--- src/rtl/ctrl_pkg.sv ---
// Control-record types carried across the D/E, E/M and M/W boundaries,
// their bubble values, and the load-use compare shared by the hazard output.
package ctrl_pkg;

  localparam int CTRL_REGADDR_W = 4;

  typedef struct packed {
    logic                      PCS;
    logic                      RegW;
    logic                      MemW;
    logic                      MemtoReg;
    logic                      B;
    logic                      NoWrite;
    logic [1:0]                FlagW;
    logic [3:0]                Cond;
    logic [CTRL_REGADDR_W-1:0] WA3;
  } ctrl_de_t;

  typedef struct packed {
    logic                      RegWrite;
    logic                      MemWrite;
    logic                      MemtoReg;
    logic                      PCSrc;
    logic                      PCS;
    logic [CTRL_REGADDR_W-1:0] WA3;
  } ctrl_em_t;

  typedef struct packed {
    logic                      RegWrite;
    logic                      MemtoReg;
    logic                      PCSrc;
    logic [CTRL_REGADDR_W-1:0] WA3;
  } ctrl_mw_t;

  // A bubble has every write enable low, which is what makes it inert.
  localparam ctrl_de_t CTRL_DE_BUBBLE = '0;
  localparam ctrl_em_t CTRL_EM_BUBBLE = '0;
  localparam ctrl_mw_t CTRL_MW_BUBBLE = '0;

  function automatic logic ld_use_hit(
    input ctrl_de_t                  e,
    input logic [CTRL_REGADDR_W-1:0] ra1,
    input logic [CTRL_REGADDR_W-1:0] ra2
  );
    return e.MemtoReg & e.RegW & ((e.WA3 == ra1) | (e.WA3 == ra2));
  endfunction

endpackage

--- src/rtl/ctrl_stage_reg.sv ---
// Pipeline boundary register: async active-low reset, synchronous clear to the
// bubble value (clear wins over enable), otherwise load when enabled.
module ctrl_stage_reg #(
  parameter int           W       = 8,
  parameter logic [W-1:0] CLR_VAL = '0
) (
  input  logic         i_clk,
  input  logic         i_rst_n,
  input  logic         i_en,
  input  logic         i_clr,
  input  logic [W-1:0] i_d,
  output logic [W-1:0] o_q
);

  logic [W-1:0] r_q;

  always_ff @(posedge i_clk or negedge i_rst_n) begin
    if (!i_rst_n) begin
      r_q <= CLR_VAL;
    end else if (i_clr) begin
      r_q <= CLR_VAL;
    end else if (i_en) begin
      r_q <= i_d;
    end
  end

  assign o_q = r_q;

endmodule

--- src/rtl/ctrl_pipeline.sv ---
// Control-signal pipeline through D/E, E/M and M/W with bubble insertion on
// stall/flush, plus the PC-write-pending and load-use hazard indications.
module ctrl_pipeline
  import ctrl_pkg::*;
#(
  parameter int REGADDR_W = CTRL_REGADDR_W
) (
  input  logic                 CLK,
  input  logic                 RST,
  input  logic                 StallE,
  input  logic                 FlushE,
  input  logic                 PCSD,
  input  logic                 RegWD,
  input  logic                 MemWD,
  input  logic                 MemtoRegD,
  input  logic                 BD,
  input  logic                 NoWriteD,
  input  logic [1:0]           FlagWD,
  input  logic [3:0]           CondD,
  input  logic [REGADDR_W-1:0] WA3D,
  input  logic [REGADDR_W-1:0] RA1D,
  input  logic [REGADDR_W-1:0] RA2D,
  input  logic                 RegWriteE,
  input  logic                 MemWriteE,
  input  logic                 PCSrcE,
  output logic                 PCSE,
  output logic                 RegWE,
  output logic                 MemWE,
  output logic                 MemtoRegE,
  output logic                 BE,
  output logic                 NoWriteE,
  output logic [1:0]           FlagWE,
  output logic [3:0]           CondE,
  output logic [REGADDR_W-1:0] WA3E,
  output logic                 RegWriteM,
  output logic                 MemWriteM,
  output logic                 MemtoRegM,
  output logic                 PCSrcM,
  output logic [REGADDR_W-1:0] WA3M,
  output logic                 RegWriteW,
  output logic                 MemtoRegW,
  output logic                 PCSrcW,
  output logic [REGADDR_W-1:0] WA3W,
  output logic                 PCWrPendingF,
  output logic                 LdStallD
);

  ctrl_de_t w_de_d;
  ctrl_de_t r_de;
  ctrl_em_t w_em_d;
  ctrl_em_t r_em;
  ctrl_mw_t w_mw_d;
  ctrl_mw_t r_mw;
  logic     w_de_en;

  always_comb begin
    w_de_d          = CTRL_DE_BUBBLE;
    w_de_d.PCS      = PCSD;
    w_de_d.RegW     = RegWD;
    w_de_d.MemW     = MemWD;
    w_de_d.MemtoReg = MemtoRegD;
    w_de_d.B        = BD;
    w_de_d.NoWrite  = NoWriteD;
    w_de_d.FlagW    = FlagWD;
    w_de_d.Cond     = CondD;
    w_de_d.WA3      = WA3D;
  end

  // E/M takes the condition-qualified enables, never the raw RegW/MemW.
  always_comb begin
    w_em_d          = CTRL_EM_BUBBLE;
    w_em_d.RegWrite = RegWriteE;
    w_em_d.MemWrite = MemWriteE;
    w_em_d.MemtoReg = r_de.MemtoReg;
    w_em_d.PCSrc    = PCSrcE;
    w_em_d.PCS      = r_de.PCS;
    w_em_d.WA3      = r_de.WA3;
  end

  always_comb begin
    w_mw_d          = CTRL_MW_BUBBLE;
    w_mw_d.RegWrite = r_em.RegWrite;
    w_mw_d.MemtoReg = r_em.MemtoReg;
    w_mw_d.PCSrc    = r_em.PCSrc;
    w_mw_d.WA3      = r_em.WA3;
  end

  assign w_de_en = ~StallE;

  ctrl_stage_reg #(
    .W       ($bits(ctrl_de_t)),
    .CLR_VAL (CTRL_DE_BUBBLE)
  ) u_de_reg (
    .i_clk   (CLK),
    .i_rst_n (RST),
    .i_en    (w_de_en),
    .i_clr   (FlushE),
    .i_d     (w_de_d),
    .o_q     (r_de)
  );

  // A stalled instruction stays in E, so E/M must see a bubble to avoid a duplicate.
  ctrl_stage_reg #(
    .W       ($bits(ctrl_em_t)),
    .CLR_VAL (CTRL_EM_BUBBLE)
  ) u_em_reg (
    .i_clk   (CLK),
    .i_rst_n (RST),
    .i_en    (1'b1),
    .i_clr   (StallE),
    .i_d     (w_em_d),
    .o_q     (r_em)
  );

  ctrl_stage_reg #(
    .W       ($bits(ctrl_mw_t)),
    .CLR_VAL (CTRL_MW_BUBBLE)
  ) u_mw_reg (
    .i_clk   (CLK),
    .i_rst_n (RST),
    .i_en    (1'b1),
    .i_clr   (1'b0),
    .i_d     (w_mw_d),
    .o_q     (r_mw)
  );

  // E outputs come straight off the register: the condition logic samples them mid-cycle.
  assign PCSE      = r_de.PCS;
  assign RegWE     = r_de.RegW;
  assign MemWE     = r_de.MemW;
  assign MemtoRegE = r_de.MemtoReg;
  assign BE        = r_de.B;
  assign NoWriteE  = r_de.NoWrite;
  assign FlagWE    = r_de.FlagW;
  assign CondE     = r_de.Cond;
  assign WA3E      = r_de.WA3;

  assign RegWriteM = r_em.RegWrite;
  assign MemWriteM = r_em.MemWrite;
  assign MemtoRegM = r_em.MemtoReg;
  assign PCSrcM    = r_em.PCSrc;
  assign WA3M      = r_em.WA3;

  assign RegWriteW = r_mw.RegWrite;
  assign MemtoRegW = r_mw.MemtoReg;
  assign PCSrcW    = r_mw.PCSrc;
  assign WA3W      = r_mw.WA3;

  assign PCWrPendingF = PCSD | r_de.PCS | r_em.PCS;
  assign LdStallD     = ld_use_hit(r_de, RA1D, RA2D);

endmodule

--- config.mk ---
export PLATFORM = sky130hd
export DESIGN_NAME = ctrl_pipeline
export DESIGN_NICKNAME = d
export VERILOG_FILES = /design/src/rtl/ctrl_pkg.sv /design/src/rtl/ctrl_stage_reg.sv /design/src/rtl/ctrl_pipeline.sv
export SDC_FILE = /design/constraint.sdc
export NUM_CORES = 1
export LEC_CHECK = 0
export BUFFER_PORTS_ARGS = -buffer_cell sky130_fd_sc_hd__buf_2
export CORE_ASPECT_RATIO = 1.4
export CORE_UTILIZATION = 44
export DETAILED_ROUTE_END_ITERATION = 12
export PLACE_DENSITY = 0.83
export SLEW_MARGIN = 20
export SYNTH_ARGS = -nofsm -noshare
export SYNTH_HDL_FRONTEND = slang
export SYNTH_SLANG_ARGS = --single-unit
--- constraint.sdc ---
create_clock -name CLK -period 1.03 [get_ports CLK]
set_input_delay 0.0515 -clock CLK [delete_from_list [all_inputs] [get_ports CLK]]
set_output_delay 0.0515 -clock CLK [all_outputs]
set_load 0.05 [all_outputs]
==> metrics.md <==
| Metric | Value |
|---|---|
| GRT Residual Overflow | 0 |
| Final core utilization | 0.774 |
| Core Footprint | 2670 um^2 |
| Clock Sinks | 32 |
| Pwr/cell area | between 1000 and 1500 nW/um^2 |
| Synth top area cells | dfrtp_1 (64%), mux2i_1 (13%), xnor2_1 (5.6%) |
| Fin crit share | 1.47 |
| Worst-margin pin slew | between 0.3 and 0.4 ns |
| Mapped Cells | 95 |
| Gr usage total | 0.237 |
| Initial antenna violation count | 0 |
| N_diodes | 0 |
| Die W | roughly 47 um |
| Cell Area, Synth | between 1000 and 1500 um^2 |
| Status | finished with violations |
| Area grow syn2layout | 64.4% |
| Final Setup Violations | 8 |
| Drt drc | 0 |
| Crit-path max FO | 3 |
| Dominant cell type by area after synthesis | dfrtp_1 |
| Post-synth top area share | 0.637 |
| TritonCTS clock tree | yes |
| First-pass GRT wire length | between 5000 and 6000 um |
| Leakage | approximately 1.1 nW |
| Setup Skew | roughly 0.0047 ns |
| I/O Pins | 64 |
| Cell Rows | 22 |
| Register area share after synthesis | 0.637 |
| DR vias | between 1000 and 1500 |
| Fin worst setup slack | -0.488 ns |
| Largest net degree at the start of global routing | 20 |
| Layout cells sized above 1 | 0.497 |
| Clk pin slew, worst setup/hold paths | approximately 0.090 ns |
| DP HPWL | 2030 um |
| CTS Root Cell | clkbuf_4 |
| Synthesized flop and latch total | 32 |
| Slew Limit Fails | 0 |
| Startpoint Class | flop |
| Crit path DAT | 1.47 ns |
| Min-Delay Path Class | in2reg |
| Worst slack at placement | -0.189 ns |
| Slew headroom | 0.778 |
| Critical Path RT | approximately 0.98 ns |
| Clock Latency Late Sink | 0.33 ns |
| Htree depth | 2 |
| Nets | approximately 220 |
| Vias per cell | between 4 and 5 |
| RSZ-0062 raised after global routing | yes |
| Synth warn | 0 |
| Netlist cell types | 14 |
| Die height | approximately 65 um |
| Aggregate routed wire length | ~3300 um |
| Drt pass-1 iters | 4 |
| Worst setup EP type | primary output |
| Final Critical Period | 1.52 ns |
| PortBufs | 63 |
| Final Hold Viols | 0 |
| DRT iter0 DRCs | 37 |
| Syn_nets | 126 |
| Mean Syn Cell Area | ~13 um^2 |
| Max_cap viols | 0 |
| Drt wl/cell | around 15 um |
| CP Class | reg2out |
| Failing checks | negative setup slack |
| DRT antenna net count | 0 |
| Post-route setup TNS | -1.25 ns |
| Max Freq | 659 MHz |
| Number of global-route vias before repair | about 1200 |
| Final Wtd Congestion | 0.732 |
| Maximum vdd ir drop | approximately 1.1 mV |
| CTS Buf Count | 5 |
| Starting density of the core | 0.470 |
| Clock tree buffer depth | 2 |
| Full die area | about 3100 um^2 |
kinds of logic (layout without fill, tap and decap cells):
kind of cell / count (synthesis) / after routing / share of synthesized area
xor gates and xnor gates: 8 / 8 / 0.0558
AOI/OAI and AO/OA: 1 / 1 / 0.00398
DFF: 32 / 32 / 0.637
and+or+nand+nor: 29 / 29 / 0.111
buffers and inverters: 9 / 101 / 0.0647
muxes: 16 / 16 / 0.127
power by group:
| group | switching, W | internal [W] |
|---|---|---|
| logic | 0.000412 | 0.000302 |
| clock network | 0.000402 | 0.000251 |
| registers | 0.0000436 | 0.00132 |
| total | 0.000858 | 0.00187 |
placed cells by master (no fill, tap or decap), drive strengths merged:
cell	n
nor2	16
mux2i	16
or3	1
nor2b	9
nand2	1
clkinv	1
dlygate4sd3	19
a21oi	1
clkbuf	19
dfrtp	32
xnor2	8
nand4	2
buf	62
timing repair:
action                                  CTS  global route
endpoints found under the hold margin    50             0
hold buffers                             19             0
setup buffers                             4             3
gates resized for setup                  21            24
pin swaps                                 4             2
endpoints found under the setup margin    9            23
cell usage after synthesis:
library cell / instances
xnor2_1: 8
or3_1: 1
dfrtp_1: 32
buf_6: 2
nor2b_1: 9
nand2_1: 1
nand4_1: 2
buf_12: 1
mux2i_1: 16
a21oi_1: 1
nor2_1: 16
clkbuf_1: 1
buf_4: 4
buf_2: 1
registers in the layout, summed over array words and instances (netlist names):
name and count:
u_mw_reg.o_q 7, u_em_reg.o_q 9, u_de_reg.o_q 16
cell type report:
cell class / count / area [um^2]
Clock buffer: 6 / 41.3
Clock inverter: 1 / 5.00
Fill cell: 161 / 604
Multi-Input combinational cell: 54 / 428
Sequential cell: 32 / 807
Tap cell: 36 / 45.0
Timing Repair Buffer: 94 / 739
through the flow:
stage	area (um^2)	hold WS (ns)	total power, W	std cells
CTS	1970	0.00915	0.00267	221
floorplan	1280	-0.244	0.00176	95
finish	2070	0.0153	0.00273	223
detailed placement	1640	-0.0333	0.00194	192
global placement	1640	-0.0335	0.00192	192
global route	2070	0.0314	0.00284	223
worst max-delay path: stages, from the launching register on:
cell     delay, ns
dfrtp_2       0.46
xnor2_2       0.15
nand4_1       0.18
a21oi_4       0.18
buf_6         0.17
final timing paths:
kind	start	cells past startpoint	slack [ns]	to
min	WA3D[3]	3	0.02	u_de_reg.o_q[3]
max in group asynchronous	RST	3	0.47	u_de_reg.o_q[3]
max reg2reg	u_de_reg.o_q[3]	4	0.01	u_de_reg.o_q[3]
min reg2reg	u_em_reg.o_q[3]	0	0.38	u_mw_reg.o_q[3]
min in group asynchronous	RST	2	0.14	u_de_reg.o_q[15]
max	u_de_reg.o_q[0]	4	-0.49	LdStallD
per-layer routing:
metal / GRT usage / part of all wire
met1: 0.267 / 0.37
met2: 0.405 / 0.55
met3: 0.0659 / 0.052
met4: 0.0964 / 0.031
met5: 0 / 0
Power figures use the tool's default switching activity.
